### src/rtl/xcvr_clkout_freq_monitor.sv
// Per-channel frequency monitor for transceiver clkout signals: synchronises each
// clkout into clk, counts its rising edges over a fixed gate window and flags dead clocks.
module xcvr_clkout_freq_monitor #(
  parameter int NUM_CH      = 4,
  parameter int SYNC_STAGES = 3,
  parameter int GATE_CYCLES = 100000,
  parameter int CNT_W       = 20,
  parameter int MIN_EDGES   = 1
) (
  input  logic                    clk,
  input  logic                    reset,
  input  logic                    enable,
  input  logic [NUM_CH-1:0]       clkout_in,
  input  logic [NUM_CH-1:0]       lost_clr,
  output logic [NUM_CH*CNT_W-1:0] count_out,
  output logic                    count_valid,
  output logic [NUM_CH-1:0]       clk_active,
  output logic [NUM_CH-1:0]       lost_sticky
);

  localparam int               WIN_W    = (GATE_CYCLES > 1) ? $clog2(GATE_CYCLES) : 1;
  localparam logic [WIN_W-1:0] WIN_LAST = WIN_W'(GATE_CYCLES - 1);
  localparam logic [CNT_W-1:0] CNT_MAX  = '1;
  localparam logic [CNT_W:0]   MIN_C    = (CNT_W + 1)'(MIN_EDGES);

  logic [WIN_W-1:0] r_win;
  logic             r_count_valid;
  logic             w_term;

  assign w_term = enable & (r_win == WIN_LAST);

  // Gate window counter; held at 0 while disabled so a fresh window starts on enable.
  always_ff @(posedge clk) begin
    if (reset) begin
      r_win <= '0;
    end else if (!enable || w_term) begin
      r_win <= '0;
    end else begin
      r_win <= r_win + 1'b1;
    end
  end

  always_ff @(posedge clk) begin
    if (reset) begin
      r_count_valid <= 1'b0;
    end else begin
      r_count_valid <= w_term;
    end
  end

  assign count_valid = r_count_valid;

  genvar gi;
  generate
    for (gi = 0; gi < NUM_CH; gi++) begin : g_ch
      logic [SYNC_STAGES-1:0] r_sync;
      logic                   r_hist;
      logic                   w_rise;
      logic [CNT_W-1:0]       r_ec;
      logic [CNT_W-1:0]       r_count;
      logic [CNT_W-1:0]       w_new;
      logic                   r_active;
      logic                   r_lost;
      logic                   w_low;

      always_ff @(posedge clk) begin
        if (reset) begin
          r_sync <= '0;
          r_hist <= 1'b0;
        end else begin
          r_sync <= {r_sync[SYNC_STAGES-2:0], clkout_in[gi]};
          r_hist <= r_sync[SYNC_STAGES-1];
        end
      end

      assign w_rise = r_sync[SYNC_STAGES-1] & ~r_hist;
      // An edge seen in the terminal cycle still belongs to the closing window.
      assign w_new  = (r_ec == CNT_MAX) ? CNT_MAX : r_ec + CNT_W'(w_rise);
      assign w_low  = ({1'b0, w_new} < MIN_C);

      always_ff @(posedge clk) begin
        if (reset || !enable || w_term) begin
          r_ec <= '0;
        end else if (w_rise && (r_ec != CNT_MAX)) begin
          r_ec <= r_ec + 1'b1;
        end
      end

      always_ff @(posedge clk) begin
        if (reset) begin
          r_count  <= '0;
          r_active <= 1'b0;
        end else if (w_term) begin
          r_count  <= w_new;
          r_active <= ~w_low;
        end
      end

      // A loss detected at the terminal cycle beats a simultaneous clear.
      always_ff @(posedge clk) begin
        if (reset) begin
          r_lost <= 1'b0;
        end else if (w_term && w_low) begin
          r_lost <= 1'b1;
        end else if (lost_clr[gi]) begin
          r_lost <= 1'b0;
        end
      end

      assign count_out[gi*CNT_W +: CNT_W] = r_count;
      assign clk_active[gi]               = r_active;
      assign lost_sticky[gi]              = r_lost;
    end
  endgenerate

endmodule

### config.mk
export PLATFORM = sky130hd
export DESIGN_NAME = xcvr_clkout_freq_monitor
export DESIGN_NICKNAME = d
export VERILOG_FILES = /design/src/rtl/xcvr_clkout_freq_monitor.sv
export SDC_FILE = /design/constraint.sdc
export NUM_CORES = 1
export LEC_CHECK = 0
export CELL_PAD_IN_SITES_DETAIL_PLACEMENT = 0
export CELL_PAD_IN_SITES_GLOBAL_PLACEMENT = 2
export CORE_UTILIZATION = 31
export CTS_CLUSTER_DIAMETER = 150
export CTS_CLUSTER_SIZE = 14
export DETAILED_ROUTE_END_ITERATION = 8
export PLACE_DENSITY = 0.77
export SLEW_MARGIN = 25
export SYNTH_ARGS = -nofsm -noshare
export SYNTH_HDL_FRONTEND = slang
export SYNTH_SLANG_ARGS = --single-unit
### constraint.sdc
create_clock -name clk -period 2.6 [get_ports clk]
set_input_delay 0.39 -clock clk [delete_from_list [all_inputs] [get_ports clk]]
set_output_delay 0.39 -clock clk [all_outputs]
set_load 0.01 [all_outputs]
==> qor.yml <==
worst_setup_path:
  crit_path_max_incr_delay_ps: 560
  startpoint_type: "flop"
  r2r_start: "g_ch[2].r_hist$_SDFF_PP0_"
  r2r_slack_ps: 100
  critPathArrivalTime_ps: 2950
  crit_type: "flop to flop"
  r2r-end: "g_ch[2].r_lost$_SDFFE_PP0P_"
  cp-end-kind: "flop"
  reg2regPathDepth: 9
  crit_fanout: 4
  cp.buffers_inverters: 1
  worstPathRequired_ps: 3050
  cp_top_family: "simple AND/OR/NAND/NOR gates"
  cp_cell_sequence: "nand2b_1 -> inv_1 -> ha_2 -> nand3_2 -> or4_4 -> nor4_1 -> o21ai_1 -> a2111oi_4 -> o21ba_1"
  slowest_stage: "or4_4"
floorplan:
  design.core.area_um2: 32500
  die-area_um2: 33600
  dieHeight_um: 183
  die_w_um: 183
  start_util_pct: 31.4
  num_rows: 66
  io_pins: 100
route:
  ant_nets: 0
  vias: 9015
  vias_per_cell: 4.96
  routedWlPerCell_um: 15.7
  drt_iter0_markers: 478
  drt_first_pass_iters: 5
  drc: 0
  routed_wl_um: 28600
sta:
  rsz0062_at_grt: "true"
  setup_viol: 0
  tightest_slew_ps: 746
  period_share_pct: 96.2
  hold_ws_ps: 283
  fmax_ghz: 0.400
  fin_crit_ps: 2500
  slew_headroom_pct: 49.8
  hold_viol_final: 0
  maxSlewViolCount: 0
  timing.setup.tns_ps: 0
  fin_skew_ps: 12.3
cells_and_area:
  layout_common_cells: "208 x nor2_1, 198 x dfxtp_1, 124 x buf_4, 98 x clkdlybuf4s50_1, 90 x xnor2_1"
  area_growth_pct: 26.2
  finalNetCount: 1398
  antenna_cells: 0
  fill_cells: 3348
  layout_commonest_cell: "nor2_1"
  drive_above_1_share_pct: 13.5
worst_hold_path:
  hold_path_end: "g_ch[2].r_count[5]$_SDFFE_PP0P_"
  hp-start: "reset"
  whs_path_depth: 2
  hp-class: "primary input to flop"
placement:
  port_buffers: 99
  hpwlAfterDp_um: 20800
  place_congestion: 0.847
cts:
  clk_pin_slew_worst_paths_ps: 70
  h-tree-depth: 1
  cts_buffers: 18
  cts-root-buf: "clkbuf_16"
  tritoncts: "built"
  cts_max_path_buffers: 3
  hold_buffers: 0
  clock-sinks: 202
  clk_latency_ps: 500
global_routing:
  overflow: 0
  grt_pass1_wl_um: 47200
  grt_max_degree: 98
  grt_pass1_vias: 8761
  globalRouteTotalUtil_pct: 17.2
  grt_antenna_before_repair: 0
synthesis:
  synth_cell_types: 69
  ys_warn_count: 0
  netlist_area_um2: 10200
  synth_flop_cell: "dfxtp_1"
  async_reset_ff_share_pct: 0
  yosysSeqAreaShare_pct: 39.7
  synthesis.nets: 1251
  synth_edf_count: 0
  ys_seq_elements: 202
  synthCells: 1227
  avgSynthCellArea_um2: 8.30
status:
  status: "finished clean"
pwr:
  power_density_nw_per_um2: 442
  ir_drop_uv: 391
  total_power_uw: 5680
  p_leak_uw: 0.00412
run:
  drv_cap: 0
==> metrics by stage <==
| step | instance area (µm²) | std cells | util, % | worst slack [ps] |
|---|---|---|---|---|
| after floorplan | 10200 | 1227 | - | 13.4 |
| after global placement | 12200 | 1787 | 37.6 | -33.3 |
| after CTS | 12700 | 1807 | 39.1 | 4.64 |
| final | 12900 | 1816 | 39.6 | 98.7 |
| after detailed placement | 12200 | 1787 | 37.6 | -23.8 |
| after global routing | 12900 | 1816 | 39.6 | -92.0 |
==> cell usage after synthesis, drive strengths merged, types with 7 or more instances <==
master	instances	share of area, %
or3	24	1.5
nand2	73	2.7
inv	16	0.59
or4	10	0.81
buf	38	2.5
xor2	57	4.9
and3	16	0.98
dfxtp	202	40
nor2	210	7.8
nand4	49	3.2
xnor2	90	7.7
clkbuf	61	2.3
a211oi	67	5.1
nor2b	25	1.5
a21oi	33	1.6
nor4	41	2.6
ha	13	1.6
o21ai	26	1.3
and4	7	0.60
nand3	35	1.7
nor3	52	2.6
==> report_power, final <==
group	total, µW	switching [µW]	internal [µW]
registers	3110	3.98	3100
logic	117	77.8	39.6
clock network	2450	1160	1290
==> registers in the layout, summed over array words and instances (netlist names) <==
signal	cells
g_ch.r_ec	80
g_ch.r_hist	4
g_ch.r_active	4
g_ch.r_count	80
g_ch.r_sync	12
g_ch.r_lost	4
count_valid	1
r_win	17
==> worst max-delay path by stage <==
| stage | start | end | slack (ps) | cells past startpoint |
|---|---|---|---|---|
| after floorplan | g_ch[2].r_hist$_SDFF_PP0_ | g_ch[2].r_lost$_SDFFE_PP0P_ | 10 | 10 |
| after global placement | g_ch[3].r_sync[2]$_SDFF_PP0_ | g_ch[3].r_lost$_SDFFE_PP0P_ | -30 | 11 |
| after detailed placement | g_ch[3].r_sync[2]$_SDFF_PP0_ | g_ch[3].r_lost$_SDFFE_PP0P_ | -20 | 11 |
| after CTS | g_ch[0].r_sync[2]$_SDFF_PP0_ | g_ch[0].r_active$_SDFFE_PP0P_ | 5 | 10 |
| after global routing | g_ch[2].r_hist$_SDFF_PP0_ | g_ch[2].r_lost$_SDFFE_PP0P_ | -90 | 9 |
| final | g_ch[2].r_hist$_SDFF_PP0_ | g_ch[2].r_lost$_SDFFE_PP0P_ | 100 | 9 |
==> repair_timing <==
action,4_1_cts,5_1_grt
gates resized for setup,1,27
endpoints found under the setup margin,2,74
setup buffers,0,9
pin swaps,0,6
endpoints found under the hold margin,0,0
==> layer usage <==
layer	GRT usage, %	routed length, µm	up-vias
met5	0	0	-
met4	3.97	610	0
met3	2.14	1050	33
met2	26.8	12400	166
met1	25.0	14500	4211
li1	-	-	4605
==> cells by family after synthesis <==
logic type	share of synthesized area (%)
AND/OR/NAND/NOR	27.7
flip-flops	39.7
AO/OA/AOI/OAI	12.6
XOR/XNOR	12.6
buffers and inverters	5.34
adder cells (fa/ha/maj)	1.60
multiplexers	0.405
==> final cells by class <==
type | instances | area [µm²] | area share (%)
clock inverters | 1 | 8.76 | 0.0681
repair buffers | 226 | 1990 | 15.5
well taps | 442 | 553 | 4.30
inverters | 16 | 60.1 | 0.467
clock buffers | 19 | 475 | 3.70
flip-flops and latches | 202 | 4050 | 31.5
multi-input cells | 910 | 5720 | 44.5
(Power assumes the default switching activity.)
